## src/rtl/timer_preset_loader.sv

```systemverilog
// Keypad-side preset loader for the kitchen timer's BCD down-counter chain.
// Collects up to three digits as M:SS, validates on start, then pulses loadn once and enables counting.
module timer_preset_loader (
    input  logic       clock,
    input  logic       clear,
    input  logic       key_valid,
    input  logic [3:0] key_digit,
    input  logic       start,
    input  logic       cancel,
    input  logic       timer_zero,
    output logic [3:0] sec_ones,
    output logic [3:0] sec_tens,
    output logic [3:0] min_ones,
    output logic       loadn,
    output logic       en,
    output logic [1:0] digit_count,
    output logic       error,
    output logic       busy
);

    typedef enum logic [1:0] {
        IDLE  = 2'd0,
        ENTRY = 2'd1,
        LOAD  = 2'd2,
        RUN   = 2'd3
    } state_t;

    state_t     state, state_n;
    logic [3:0] sec_ones_n, sec_tens_n, min_ones_n;
    logic [1:0] digit_count_n;
    logic       error_n;
    logic       preset_zero;

    assign preset_zero = (sec_ones == 4'd0) && (sec_tens == 4'd0) && (min_ones == 4'd0);

    // NOTE: every variable gets a default before any branch, so no path leaves one unassigned and no latch is inferred.
    always_comb begin
        state_n       = state;
        sec_ones_n    = sec_ones;
        sec_tens_n    = sec_tens;
        min_ones_n    = min_ones;
        digit_count_n = digit_count;
        error_n       = 1'b0;

        if (cancel) begin
            state_n       = IDLE;
            sec_ones_n    = 4'd0;
            sec_tens_n    = 4'd0;
            min_ones_n    = 4'd0;
            digit_count_n = 2'd0;
        end else begin
            unique case (state)
                IDLE, ENTRY: begin
                    // start outranks key_valid; a key arriving with start is dropped silently
                    if (start) begin
                        if (state == IDLE || sec_tens > 4'd5 || preset_zero)
                            error_n = 1'b1;
                        else
                            state_n = LOAD;
                    end else if (key_valid) begin
                        if (key_digit <= 4'd9 && digit_count != 2'd3) begin
                            min_ones_n    = sec_tens;
                            sec_tens_n    = sec_ones;
                            sec_ones_n    = key_digit;
                            digit_count_n = digit_count + 2'd1;
                            state_n       = ENTRY;
                        end else begin
                            error_n = 1'b1;
                        end
                    end
                end
                LOAD: state_n = RUN;
                RUN: begin
                    if (timer_zero) begin
                        state_n       = IDLE;
                        sec_ones_n    = 4'd0;
                        sec_tens_n    = 4'd0;
                        min_ones_n    = 4'd0;
                        digit_count_n = 2'd0;
                    end
                end
                default: state_n = IDLE;
            endcase
        end
    end

    // Control outputs are registered from the next state so they line up with the state they describe.
    // NOTE: sequential state uses non-blocking assignments so all flops update together from pre-edge values.
    always_ff @(posedge clock or posedge clear) begin
        if (clear) begin
            state       <= IDLE;
            sec_ones    <= 4'd0;
            sec_tens    <= 4'd0;
            min_ones    <= 4'd0;
            digit_count <= 2'd0;
            loadn       <= 1'b1;
            en          <= 1'b0;
            error       <= 1'b0;
            busy        <= 1'b0;
        end else begin
            state       <= state_n;
            sec_ones    <= sec_ones_n;
            sec_tens    <= sec_tens_n;
            min_ones    <= min_ones_n;
            digit_count <= digit_count_n;
            loadn       <= (state_n != LOAD);
            en          <= (state_n == RUN);
            error       <= error_n;
            busy        <= (state_n == LOAD) || (state_n == RUN);
        end
    end

endmodule

```

## config.mk

```make
export PLATFORM = sky130hd
export DESIGN_NAME = timer_preset_loader
export DESIGN_NICKNAME = d
export VERILOG_FILES = /design/src/rtl/timer_preset_loader.sv
export SDC_FILE = /design/constraint.sdc
export NUM_CORES = 1
export LEC_CHECK = 0
export BUFFER_PORTS_ARGS = -buffer_cell sky130_fd_sc_hd__buf_2
export CORE_MARGIN = 2
export CORE_UTILIZATION = 53
export CTS_BUF_LIST = sky130_fd_sc_hd__clkbuf_8 sky130_fd_sc_hd__clkbuf_16
export CTS_CLUSTER_DIAMETER = 40
export CTS_CLUSTER_SIZE = 16
export DETAILED_ROUTE_END_ITERATION = 10
export MAX_ROUTING_LAYER = met4
export PLACE_DENSITY = 0.81
export SYNTH_ARGS = -nofsm -noshare
export SYNTH_HDL_FRONTEND = slang
export SYNTH_SLANG_ARGS = --single-unit
export TNS_END_PERCENT = 30
```

## constraint.sdc

```tcl
create_clock -name clock -period 5 [get_ports clock]
set_input_delay 0.5 -clock clock [delete_from_list [all_inputs] [get_ports clock]]
set_output_delay 0.5 -clock clock [all_outputs]
set_load 0.03 [all_outputs]
```

---- After elaboration in Yosys (flattened, before gate mapping) ----
Cells that the tools add are included.
cells by class
  muxes and demuxes ....................... 35
  reduce and logical (&&, ||, !) cells .... 13
  add/sub/neg operators ................... 1
  equality and inequality tests ........... 11
  order comparisons ....................... 2
operators by type and width
  operator             count
  $mux 4               13
  $pmux 4 s2           3
  $mux 2               11
  $logic_not 4->1      3
  $ne 3x3->1 const B   4
  $eq 2x2->1 const B   4
  $mux 1               6
  $pmux 2 s3           1
  $reduce_and 5->1     1
  $gt 4x3->1 const B   1
  $le 4x4->1 const B   1
  $ne 2x2->1 const B   2
  $pmux 2 s2           1
  $logic_and 1x1->1    3
  $logic_or 1x1->1     3
  $reduce_bool 3->1    1
  $add 2x1->2 const B  1
  $eq 2x1->1 const B   1
  $logic_not 2->1      1
  $reduce_or 2->1      1
storage, ports and cells
  register bits ........................... 20
  input bits .............................. 10
  output and inout bits ................... 18

---- Depth between registers and ports, before layout ----
  depth after elaboration ................. 10
  mapped depth ............................ 5

---- Worst setup path before layout ----
OpenSTA, ideal clock, no wires.
  kind .................................... reg-to-reg
  from .................................... reg digit_count[0]
  to ...................................... reg digit_count[0]
  arrival ................................. 1.656 ns
  slack ................................... 3.217 ns
  buffers on the path ..................... 0
  period minus slack after synthesis ...... 1.783 ns
  cell stages (with the launch flop) ...... 5
  cells stage by stage .................... dfrtp_1 > ha_1 > nand2b_1 > o41ai_4 > mux2_1
between the ends
  word-level cells in the longest chain between the ends .. 6
  elaborated cells on any way between the ends .. 10
  those cells by class .................... add/sub (1); eq/ne (2); mux (5); reduce/logical (2)
ends and longest elaborated chain
  element                 line  text
  start, declared         16    output logic [1:0] digit_count,
  start signal, assigned  105   digit_count <= digit_count_n;
  $add 2x1->2             65    digit_count_n = digit_count + 2'd1;
  $mux 2                  61    if (key_digit <= 4'd9 && digit_count != 2'd3) begin
  $mux 2                  60    end else if (key_valid) begin
  $mux 2                  55    if (start) begin
  $pmux 2 s2              52    unique case (state)
  $mux 2                  45    if (cancel) begin
Several ways; a longest one is shown, not always the timed one. The select of a mux whose other input is x is not followed.
A chain may end at the register's enable or synchronous reset.

---- Final worst setup path ----
Ends and elaborated chain as after synthesis.

==> out/qor.yml <==
final.period_utilization_pct: 44.77
clkLatencyLatePin_ns: 0.26
ys_top_cells_by_area: "dfrtp_1 (49%), mux2i_1 (14%), inv_1 (5.9%), nand2_1 (5.1%), o41ai_4 (2.9%)"
insertedDiodeCount: 0
path_buf_inv: 0
fin_tns_setup_ns: 0
cp_slowest_cell: "o41ai_4"
crit_type: "reg -> reg"
chipHeight_um: 46.61
crit_family: "compound AO/OA/AOI/OAI gates"
overflow: 0
yosys.area.top_type: "dfrtp_1"
fmaxAchievable_mhz: 446.7
crit_fanout: 14
setup_viol: 0
routabilityCongestion: 0.8453
multi_input_area_sq_um: 380.4
ys_seq_area_share_pct: 52.15
p_leak_nw: 0.6204
ys_ff_latch: 20
wl_per_cell_um: 13.42
portBuffers: 27
p_per_area_nw_per_um2: 410.6
ant_nets: 0
timing.slew.headroom_pct: 22.66
drt-total-wl_mm: 1.919
postCtsSetupBuffers: 0
syn-instance-count: 90
core_area_sq_um: 1708
grt_pass1_wl_mm: 3.077
startpoint_type: "flip-flop"
syn_area_sq_um: 962.2
cts_buffer_depth: 2
die_w_um: 46.61
nets: 130
synth_nets: 101
synth_top_area_share_pct: 49.41
rsz0062_at_grt: "no"
grt_max_degree: 21
drv_cap: 0
met3_usage_pct: 7.059
report.final.slew_viol_count: 0
hold_path.class: "in -> async"
post_cts_resized: 0
io_pins: 28
globalRouteMet1Util_pct: 26.83
met2_usage_pct: 30.83
num_rows: 15
drtIter0Drc: 6
drc_errors: 0
fin_ws_ns: 2.761
grt_pass1_vias: 680
cp_cell_sequence: "ha_1, nand2b_1, o41ai_4, mux2_1"
place_ws_ns: 2.608
dieArea_sq_um: 2172
yosys_warnings: 0
tightestPinTransition_ns: 1.156
antenna_found_initial: 0
worstSetupEndpointType: "flip-flop"
syn_area_per_cell_sq_um: 10.69
hold_violations: 0
numCtsBuffers: 3
hpwl_mm: 1.419
final_cell_mix: "buf_2 (27), dfrtp_1 (19), inv_1 (15), nand2_1 (13), mux2i_1 (13)"
peakVddDrop_mv: 0.3245
root_buffer: "clkbuf_8"
skew_ns: 0.002409
route.vias.total: 743
outcome: "completed"
drt-pass1-iter-count: 4
clock-sinks: 20
vias_per_cell: 5.196
regArea_sq_um: 501.7
start_util_pct: 56.34
drive_gt1_share_pct: 30.51
htreeDepth: 1
track_usage_pct: 21.75
path_clk_slew_ns: 0.07
cts_tree: "yes"
synthToLayoutAreaGrowth_pct: 22.63
num-fill-cells: 143
synthDistinctLibCells: 28
cpPeakStageDelay_ns: 0.93
ctsHoldBuffers: 0
final_common_cell: "buf_2"
busiest_layer: "met2"
worst-endpoint-arrival_ns: 2.39
cp_data_required_time_ns: 5.15
period_needed_ns: 2.239
-- cell usage after synthesis --
master / instances
a2111oi_2: 1
a211oi_1: 2
a21oi_1: 1
a311oi_1: 1
a31o_1: 2
a31o_2: 1
a31oi_1: 1
buf_2: 1
buf_6: 1
clkbuf_1: 1
dfrtp_1: 19
dfstp_2: 1
ha_1: 1
inv_1: 15
inv_2: 1
mux2_1: 1
mux2i_1: 13
nand2_1: 13
nand2b_1: 1
nand3_1: 2
nor2_1: 2
nor2b_1: 1
nor3_1: 2
nor4_1: 2
o21a_1: 1
o21ai_0: 1
o31a_1: 1
o41ai_4: 1
-- area by class of cell --
type | count | share of cell area (%)
clock buffers | 3 | 3.499
inverters | 16 | 5.090
clock inverters | 1 | 2.545
well taps | 25 | 2.651
flip-flops and latches | 20 | 42.52
multi-input cells | 51 | 32.24
repair buffers | 27 | 11.45
-- stage by stage --
step | hold WS [ns] | instance area (sq um) | power (mW) | utilization (%) | instances
final | 0.3566 | 1180 | 0.4845 | 69.08 | 143
after floorplan | 0.4631 | 962.2 | 0.2920 | - | 90
after global placement | 0.5247 | 1109 | 0.3228 | 64.91 | 139
after CTS | 0.3869 | 1180 | 0.4879 | 69.08 | 143
after global routing | 0.4252 | 1180 | 0.5088 | 69.08 | 143
after detailed placement | 0.5248 | 1109 | 0.3273 | 64.91 | 139
-- kinds of logic (layout without fill, tap and decap cells) --
family          Yosys count  after routing  share of synthesized area, %
compound gates           13             13                         13.00
flops                    20             20                         52.15
mux                      14             14                         14.69
buf+inv                  19             47                         8.321
simple gates             23             23                         10.53
fa+ha+maj                 1              1                         1.300
-- metal layers --
layer  wire, um  share of wire [%]
met5          0                  0
met1        851                 44
met2        886                 46
met4         76                4.0
met3        103                5.4
-- final timing paths --
| check | startpoint | to | slack, ns | depth (start not counted) |
|---|---|---|---|---|
| setup / recovery | digit_count[0] | digit_count[0] | 2.76 | 4 |
| hold / removal | clear | sec_ones[0] | 0.36 | 2 |
| setup reg to reg | digit_count[0] | digit_count[0] | 2.76 | 4 |
| hold reg to reg | min_ones[1] | min_ones[1] | 0.55 | 2 |
| max in group asynchronous | clear | sec_ones[2] | 4.17 | 2 |
| min in group clock | key_digit[0] | sec_ones[0] | 0.48 | 3 |
-- power by group --
part | switching (mW) | internal (mW)
Clock | 0.0546 | 0.107
Sequential | 0.0193 | 0.182
Combinational | 0.0802 | 0.0414
Total | 0.154 | 0.330
-- registers in the layout (all words and copies together) (netlist names) --
signal       cells
sec_ones         4
busy             1
error            1
digit_count      2
loadn            1
state            2
en               1
min_ones         4
sec_tens         4
Power figures use the tool's default switching activity.
